==> src/rtl/acc_cpu_ctrl.sv <==
// Fetch/decode/execute sequencer for the 8-bit accumulator CPU.
// Drives ALU op/operand, accumulator write strobe and a shared req/ack memory port.
module acc_cpu_ctrl #(
    parameter int DW = 8
) (
    input  logic          iCLK,
    input  logic          iRST_N,
    input  logic          iRUN,
    input  logic          iACC_Z,
    input  logic [DW-1:0] iMEM_RDATA,
    input  logic          iMEM_ACK,
    output logic [DW-5:0] oMEM_ADDR,
    output logic          oMEM_RD,
    output logic          oMEM_WR,
    output logic [3:0]    oALU_OP,
    output logic [DW-1:0] oOPND,
    output logic          oACC_WE,
    output logic [DW-5:0] oPC,
    output logic          oHALT
);
    localparam int AW = DW - 4;

    localparam logic [3:0] OP_CLA = 4'b0000;
    localparam logic [3:0] OP_COM = 4'b0001;
    localparam logic [3:0] OP_SHR = 4'b0010;
    localparam logic [3:0] OP_CSL = 4'b0011;
    localparam logic [3:0] OP_ADD = 4'b0100;
    localparam logic [3:0] OP_STA = 4'b0101;
    localparam logic [3:0] OP_LDA = 4'b0110;
    localparam logic [3:0] OP_JMP = 4'b0111;
    localparam logic [3:0] OP_BRZ = 4'b1000;
    localparam logic [3:0] OP_HLT = 4'b1111;
    localparam logic [3:0] OP_PASS = 4'b0101;

    typedef enum logic [2:0] {
        S_IDLE,
        S_FETCH,
        S_DECODE,
        S_MEM,
        S_EXEC,
        S_HALT
    } state_t;

    state_t        state, state_nxt;
    logic [DW-1:0] ir;
    logic [AW-1:0] pc, pc_nxt;
    logic          ir_load, opnd_load;
    logic [3:0]    opcode;
    logic [AW-1:0] ir_addr;
    logic          is_store;

    assign opcode   = ir[DW-1:DW-4];
    assign ir_addr  = ir[AW-1:0];
    assign is_store = (opcode == OP_STA);
    assign oPC      = pc;

    always_ff @(posedge iCLK) begin
        if (!iRST_N) begin
            state <= S_IDLE;
            pc    <= '0;
            ir    <= '0;
            oOPND <= '0;
        end else begin
            state <= state_nxt;
            pc    <= pc_nxt;
            if (ir_load)   ir    <= iMEM_RDATA;
            if (opnd_load) oOPND <= iMEM_RDATA;
        end
    end

    always_comb begin
        state_nxt = state;
        pc_nxt    = pc;
        ir_load   = 1'b0;
        opnd_load = 1'b0;
        oMEM_ADDR = '0;
        oMEM_RD   = 1'b0;
        oMEM_WR   = 1'b0;
        oALU_OP   = OP_PASS;
        oACC_WE   = 1'b0;
        oHALT     = 1'b0;
        case (state)
            S_IDLE: begin
                if (iRUN) state_nxt = S_FETCH;
            end
            S_FETCH: begin
                oMEM_RD   = 1'b1;
                oMEM_ADDR = pc;
                if (iMEM_ACK) begin
                    ir_load   = 1'b1;
                    state_nxt = S_DECODE;
                end
            end
            S_DECODE: begin
                pc_nxt = pc + AW'(1);
                case (opcode)
                    OP_ADD, OP_LDA, OP_STA: state_nxt = S_MEM;
                    OP_HLT:                 state_nxt = S_HALT;
                    default:                state_nxt = S_EXEC;
                endcase
            end
            S_MEM: begin
                oMEM_ADDR = ir_addr;
                // Stores hold the ALU in pass-through so oZ presents the accumulator as write data.
                if (is_store) oMEM_WR = 1'b1;
                else          oMEM_RD = 1'b1;
                if (iMEM_ACK) begin
                    if (is_store) begin
                        state_nxt = S_FETCH;
                    end else begin
                        opnd_load = 1'b1;
                        state_nxt = S_EXEC;
                    end
                end
            end
            S_EXEC: begin
                oALU_OP   = opcode;
                state_nxt = S_FETCH;
                case (opcode)
                    OP_CLA, OP_COM, OP_SHR, OP_CSL, OP_ADD, OP_LDA: oACC_WE = 1'b1;
                    OP_JMP: pc_nxt = ir_addr;
                    OP_BRZ: if (iACC_Z) pc_nxt = ir_addr;
                    default: ;
                endcase
            end
            S_HALT: begin
                oHALT = 1'b1;
            end
            default: state_nxt = S_IDLE;
        endcase
    end

endmodule

==> config.mk <==
export PLATFORM = sky130hd
export DESIGN_NAME = acc_cpu_ctrl
export DESIGN_NICKNAME = d
export VERILOG_FILES = /design/src/rtl/acc_cpu_ctrl.sv
export SDC_FILE = /design/constraint.sdc
export NUM_CORES = 1
export LEC_CHECK = 0
export CAP_MARGIN = 5
export CORE_ASPECT_RATIO = 1.25
export CORE_UTILIZATION = 61
export DETAILED_ROUTE_END_ITERATION = 12
export DONT_BUFFER_PORTS = 1
export PLACE_DENSITY_LB_ADDON = 0.2
export SLEW_MARGIN = 20
export SYNTH_ARGS = -nofsm -noshare
export SYNTH_HDL_FRONTEND = slang
export SYNTH_SLANG_ARGS = --single-unit
export TNS_END_PERCENT = 1
==> constraint.sdc <==
create_clock -name iCLK -period 2.1 [get_ports iCLK]
set_input_delay 0.21 -clock iCLK [delete_from_list [all_inputs] [get_ports iCLK]]
set_output_delay 0.21 -clock iCLK [all_outputs]
set_load 0.01 [all_outputs]
* Yosys cells after proc, flatten, opt, wreduce, memory -nomap -nowiden *
Index checks and enable logic that the tools add are counted.

word-level totals
  output and inout bits = 24
  register bits after elaboration = 23

cells by class
  reduce and logical (&&, ||, !) cells = 7
  equality and inequality tests = 19
  bitwise operators = 1
  add/subtract/negate cells = 1
  multiplexer cells = 22

operators by type and width
  cell                                                 count
  one-hot mux 4 bit (2 select lines)                   3
  one-hot mux 3 bit (6 select lines)                   1
  equality test 4 x 3 -> 1 bit, second input constant  4
  two-way mux 3 bit                                    4
  two-way mux 1 bit                                    10
  equality test 4 x 2 -> 1 bit, second input constant  2
  equality test 4 bit, second input constant           2
  two-way mux 4 bit                                    2
  equality test 3 x 2 -> 1 bit, second input constant  2
  equality test 3 bit, second input constant           2
  != test 2 bit, second input constant                 3
  one-hot mux 3 bit (2 select lines)                   1
  OR reduction 6 bit                                   1
  adder 4 x 1 -> 4 bit, second input constant          1
  equality test 4 x 1 -> 1 bit, second input constant  1
  logical NOT 4 bit                                    1
  AND reduction 4 bit                                  1
  equality test 3 x 1 -> 1 bit, second input constant  1
  logical NOT 3 bit                                    1
  != test 3 x 2 -> 1 bit, second input constant        1
  != test 3 bit, second input constant                 1
  AND reduction 3 bit                                  1
  OR reduction 3 bit                                   1
  one-hot mux 1 bit (2 select lines)                   1
  2 further kinds                                      2

* Logic depth before layout (Yosys ltp) *
Gate-level depths: netlist (run 1).

  word-level depth = 4
  depth in mapped cells = 6
  depth with buffers taken out = 4

* Worst setup path before layout (run 1) *
OpenSTA, ideal clock, no wires.

  kind = reg-to-reg
  start point = register state[2]
  end point = register pc[0], in the netlist oPC[0]
  arrival = 1.512 ns
  cell stages (with the launch flop) = 6
  library setup time = 0.118 ns
  required time = 1.982 ns
  setup slack = 0.470 ns
  clock period less this slack = 1.630 ns
  cells stage by stage = dfxtp_1 buf_6 or3b_2 clkbuf_1 or3_1 o2111a_1

between the ends
  cells in the longest elaborated chain, start to end = 3
  elaborated cells on any way between the ends = 7

ends and longest elaborated chain
  element                                                              line  source
  from (decl)                                                          44    state_t state, state_nxt;
  from (signal assigned)                                               64    state <= state_nxt;
  equality test 3 bit or equality test 3 x 2 -> 1 bit (tied branches)  82    case (state)
  != test 3 x 2 -> 1 bit (no source line) (tied with other cells)      -
  AND reduction 3 bit (no source line)                                 -
  to (signal assigned)                                                 65    pc <= pc_nxt;
  to (decl)                                                            46    logic [AW-1:0] pc, pc_nxt;

Parallel ways exist; a longest one is shown, timed or not.
A chain may end at the register's enable or synchronous reset.

* Worst setup path after layout (run 1) *
  start point = register state[2]
  end point = output port oALU_OP[2]

between the ends
  cells in the longest elaborated chain, start to end = 2

ends and longest elaborated chain
  element              line  source
  equality test 3 bit  82
  two-way mux 4 bit    82
  to (decl)            15    output logic [3:0] oALU_OP,

Every way passes these cells.

==> impl_metrics.tcl, run 1 <==
set metrics [dict create \
    synthXorXnorAreaFrac_pct 0 \
    start_util_pct 67.5 \
    syn-cell-area_sq_um 1250 \
    critPathCaptureType "primary output" \
    die-area_sq_um 2230 \
    antenna_left 0 \
    drt_iter0_drc 14 \
    hp-start "iRST_N" \
    period_needed_ns 1.96 \
    track_usage_pct 22.7 \
    fin_skew_ns 0.00475 \
    reg2reg_from "state[2]" \
    ir_worst_vdd_v 0.000526 \
    synth_cells 134 \
    cp_data_required_time_ns 1.89 \
    grt_pass1_wl_microns 3970 \
    firstDrtPassIters 4 \
    yosys_warnings 0 \
    startpoint "state[2]" \
    ys_types 36 \
    grt_max_degree 27 \
    io_pins 37 \
    clk_pin_slew_ns 0.12 \
    yosysSeqAreaShare_pct 36.9 \
    p_leak_uw 0.000409 \
    finalPower_uw 745 \
    synthMuxAreaShare_pct 16.0 \
    fmax_ghz 0.509 \
    coreArea_sq_um 1850 \
    synth-main-ff-cell "dfxtp_1" \
    fin_area_sq_um 1280 \
    clock_path_buffers 2 \
    area_growth_pct 2.41 \
    antenna_found_initial 0 \
    status "finished, final reports clean" \
    seq_power_share_pct 62.9 \
    worst_slew_pin_slew_ns 0.517 \
    yosysTopAreaCellShare_pct 36.9 \
    synth_seq_cells 23 \
    synth_adder_area_share_pct 1.00 \
    pwr-share-clk_pct 27.0 \
    multi_input_area_sq_um 729 \
    finalCritPeriodShare_pct 93.5 \
    pre_cts_slack_ns 0.351 \
    chipHeight_microns 52.6 \
    avgSynthCellArea_sq_um 9.32 \
    vias 983 \
    cts_sinks 23 \
    synth_top_family_by_area "simple AND/OR/NAND/NOR gates" \
    synth_top_cell_by_area "dfxtp_1" \
    internal_power_uw 555 \
    cts_hold_buf 0 \
    fillers 166 \
    diodes 0 \
    clockRootBuffer "clkbuf_4" \
    cp-start-kind "flop" \
    slew_headroom_pct 65.4 \
    grt_pass1_vias 903 \
    rows 17 \
    placed_cell_area_sq_um 1250 \
    layout_setup_ws_ns 0.136 \
    crit_type "reg2out" \
    setup_viol 0 \
    synth_area_leaders "dfxtp_1 (37%), mux2i_1 (16%), nor2b_1 (8.5%), nand2_1 (2.7%), nor2_1 (2.7%)" \
    nNetsFinal 148 \
    die_x_microns 42.5 \
    wirelength_microns 2420 \
    syn_nets 148 \
    seq_area_sq_um 460 \
    crit_path_max_fanout 11 \
    htreeDepth 1 \
    maxCapViolCount 0 \
    cts_tree "done" \
    rsz0062_at_grt "false" \
    port_buffers 0 \
    synth-simple-area-share_pct 29.2 \
    hold_path_class "in2reg" \
    vias_per_cell 6.47 \
    pwr_density_cell_nw_per_um2 583 \
    drc_errors 0 \
    layout_commonest_cell "dfxtp_1" \
    clk_latency_ns 0.30 \
    final_hold_viol_count 0 \
    p_comb_share_pct 10.1 \
    fin_setup_tns_ns 0 \
    synth_compound_area_share_pct 11.8 \
    cp.arrival_ns 1.75 \
    slew_viol_final 0 \
    p_sw_share_pct 25.5 \
    layout_common_cells "dfxtp_1 (23), mux2i_1 (20), nor2b_1 (17), nand2_1 (9), nor2_1 (9)" \
    cts_buffers 3 \
    synth-edff-count 0 \
    gp_congestion 0.844 \
    place_hpwl_microns 1790 \
    power.switching_uw 190 \
    grt_overflow 0 \
    wire_per_inst_microns 15.9 \
    drive_gt1_share_pct 11.3 \
    synthArstFlopShare_pct 0 \
]
-- worst max-delay path, stage by stage (launching register included) --
cell	delay, ns
dfxtp_1	0.49
or3b_2	0.61
or2_2	0.35
-- sequential cells by signal, indices dropped and copies added (netlist names) --
register / flops
oPC: 4
state: 3
oOPND: 8
ir: 8
-- synthesized netlist by cell type (2+ instances only) --
master and number:
mux2i_1 20, a21oi_1 6, buf_6 2, o2111a_1 2, a211oi_1 2, nor3_1 4, o21ai_0 2, inv_1 6
or2_2 2, nor2_1 9, nor2b_1 17, dfxtp_1 23, o21a_1 2, nand2_1 9, clkbuf_1 5, and3_1 2
or3_1 2
-- area by class of cell --
| cell class | instances | share of cell area, % |
|---|---|---|
| Multi-Input combinational cell | 98 | 57.0 |
| Sequential cell | 23 | 36.0 |
| Tap cell | 19 | 1.86 |
| Clock buffer | 3 | 1.76 |
| Inverter | 6 | 1.76 |
| Timing Repair Buffer | 2 | 1.17 |
| Clock inverter | 1 | 0.391 |
-- logic make-up (layout without fill, tap and decap cells) --
| family | count (synthesis) | after routing |
|---|---|---|
| adders and majority gates | 1 | 1 |
| AOI/OAI and AO/OA | 20 | 20 |
| DFF | 23 | 23 |
| and+or+nand+nor | 57 | 57 |
| muxes | 20 | 20 |
| buffers and inverters | 13 | 12 |
-- power by group through the flow --
stage | Combinational [uW] | Clock (uW) | Sequential, uW
finish | 75.0 | 201 | 469
global route | 83.1 | 219 | 471
CTS | 75.5 | 204 | 468
detailed placement | 75.1 | 0 | 478
global placement | 73.0 | 0 | 477
floorplan | 76.1 | 0 | 471
-- metal layers --
| metal | up-vias | wire, microns | global-route usage (%) | part of all wire [%] |
|---|---|---|---|---|
| li1 | 471 | - | - | - |
| met4 | 0 | 10 | 7.81 | 0.41 |
| met5 | - | 0 | 0 | 0 |
| met3 | 2 | 165 | 4.14 | 6.8 |
| met2 | 46 | 1200 | 40.5 | 50 |
| met1 | 464 | 1040 | 27.3 | 43 |
-- metrics by stage --
stage	utilization (%)	hold slack, ns	std cells
after floorplan	-	0.379	134
after global placement	67.3	0.337	148
after detailed placement	67.3	0.334	148
after CTS	68.8	0.0140	152
after global routing	69.1	0.00214	152
final	69.1	0.0174	152
-- repair_timing --
action / 4_1_cts / 5_1_grt
endpoints found under the setup margin: 0 / 1
gates resized for setup: 0 / 1
setup buffers: 0 / 0
-- final timing paths --
path | endpoint | slack [ns] | cells past startpoint
worst min-delay path | state[0] | 0.02 | 1
worst max-delay path | oALU_OP[2] | 0.14 | 2
worst min register to register | ir[1] | 0.57 | 2
worst max register to register | oPC[3] | 0.32 | 3
(Power assumes the default switching activity.)
==> run 2: changes to the inputs <==
--- a/config.mk
+++ b/config.mk
@@ -7,7 +7,9 @@
 export LEC_CHECK = 0
 export CAP_MARGIN = 5
 export CORE_ASPECT_RATIO = 1.25
+export CORE_MARGIN = 2
 export CORE_UTILIZATION = 61
+export CTS_CLUSTER_DIAMETER = 30
 export DETAILED_ROUTE_END_ITERATION = 12
 export DONT_BUFFER_PORTS = 1
 export PLACE_DENSITY_LB_ADDON = 0.2
==> impl_metrics.tcl, run 2 (synthesized netlist as in run 1, its figures left out) <==
set metrics [dict create \
    status "finished, final reports clean" \
    final_hold_viol_count 0 \
    drt_iter0_drc 14 \
    critPathCaptureType "primary output" \
    slew_headroom_pct 65.4 \
    p_sw_share_pct 24.6 \
    coreArea_sq_um 1960 \
    hp-start "iRST_N" \
    cp-start-kind "flop" \
    die-area_sq_um 2430 \
    clk_pin_slew_ns 0.11 \
    wirelength_microns 2390 \
    io_pins 37 \
    start_util_pct 63.7 \
    min_to "state[0]" \
    path_cells "or3b_2, or2_2" \
    cts_tree "done" \
    max_stage_delay_ns 0.61 \
    grt_pass1_wl_microns 3720 \
    chipHeight_microns 54.6 \
    layout_commonest_cell "dfxtp_1" \
    finalPower_uw 741 \
    slowest_stage "or3b_2" \
    place_hpwl_microns 1790 \
    cts_sinks 23 \
    maxCapViolCount 0 \
    grt_overflow 0 \
    diodes 0 \
    area_growth_pct 2.41 \
    antenna_found_initial 0 \
    rows 18 \
    gp_congestion 0.820 \
    finalCritPeriodShare_pct 93.7 \
    cp.arrival_ns 1.76 \
    power.switching_uw 183 \
    pre_cts_slack_ns 0.330 \
    fin_skew_ns 0.00294 \
    hold_path_depth 1 \
    crit_type "reg2out" \
    htreeDepth 1 \
    reg2reg_to "oPC[3]" \
    fin_setup_tns_ns 0 \
    layout_setup_ws_ns 0.132 \
    ir_worst_vdd_v 0.000411 \
    seq_power_share_pct 63.3 \
    fin_area_sq_um 1280 \
    layout_common_cells "dfxtp_1 (23), mux2i_1 (20), nor2b_1 (17), nand2_1 (9), nor2_1 (9)" \
    rr_worst_depth 3 \
    worst_slew_pin_slew_ns 0.518 \
    setup_viol 0 \
    wire_per_inst_microns 15.6 \
    grt_pass1_vias 850 \
    drive_gt1_share_pct 10.5 \
    grt_max_degree 27 \
    drc_errors 0 \
    antenna_left 0 \
    cp_data_required_time_ns 1.89 \
    clk_latency_ns 0.30 \
    p_leak_uw 0.000406 \
    firstDrtPassIters 4 \
    clock_path_buffers 2 \
    internal_power_uw 558 \
    fmax_ghz 0.508 \
    hold_path_class "in2reg" \
    pwr_density_cell_nw_per_um2 579 \
    vias_per_cell 6.12 \
    final_cells 153 \
    nNetsFinal 148 \
    slew_viol_final 0 \
    reg2reg_from "state[2]" \
    crit_path_max_fanout 11 \
    vias 936 \
    placed_cell_area_sq_um 1250 \
    die_x_microns 44.5 \
    ff2ff_setup_slack_ns 0.32 \
    rsz0062_at_grt "false" \
    p_comb_share_pct 10.1 \
    pwr-share-clk_pct 26.6 \
    cts_setup_buffers 0 \
    port_buffers 0 \
    dp_cells 149 \
    cts_buffers 3 \
    clockRootBuffer "clkbuf_4" \
    period_needed_ns 1.97 \
    track_usage_pct 20.6 \
]
[run 2: cell count changes in the layout (fill, tap and decap cells not counted)]
cell | before | now
clkbuf_1 | 0 | 1
clkinv_2 | 1 | 0
[run 2: repair_timing]
item | CTS | global route
endpoints found under the setup margin | 0 | 1
hold buffers | 0 | 0
gates resized for setup | 0 | 1
[run 2: final cells by class]
cell class              count  area [sq um]
well taps                  20          25.0
fillers                   163           681
flip-flops and latches     23           460
clock buffers               4          26.3
inverters                   6          22.5
multi-input cells          98           729
repair buffers              2          15.0
[run 2: through the flow]
| step | hold WS, ns | util [%] |
|---|---|---|
| 2_1_floorplan | 0.379 | - |
| 3_3_place_gp | 0.340 | 63.7 |
| 3_5_place_dp | 0.342 | 63.7 |
| 4_1_cts | 0.0144 | 65.0 |
| 5_1_grt | 0.00932 | 65.3 |
| 6_report | 0.0218 | 65.3 |
[run 2: worst max-delay path: cells and delay by family (launching register included)]
family	cells	cell delay, ns
simple gates	2	0.97
flops	1	0.49
[run 2: metal layers]
layer	part of all wire [%]	global-route usage [%]	up-vias
met1	45	26.8	437
met2	49	33.3	24
met4	1.0	9.60	0
met5	0	0	-
met3	5.1	2.97	4
li1	-	-	471
[run 2: how the worst max path moves through the flow]
| stage | cells after the start | slack (ns) | to | startpoint |
|---|---|---|---|---|
| finish | 2 | 0.13 | oALU_OP[2] | state[2] |
| global route | 2 | 0.06 | oALU_OP[2] | state[2] |
| CTS | 2 | 0.05 | oACC_WE | state[2] |
| detailed placement | 3 | 0.33 | oPC[3] | state[2] |
| global placement | 3 | 0.38 | oPC[3] | state[2] |
| floorplan | 5 | 0.47 | oPC[0] | state[2] |
[run 2: power by group through the flow]
stage	combinational (uW)	sequential [uW]	clock [uW]
finish	74.8	469	197
global route	82.0	471	219
CTS	75.0	468	205
detailed placement	74.7	478	0
global placement	73.2	477	0
floorplan	76.1	471	0
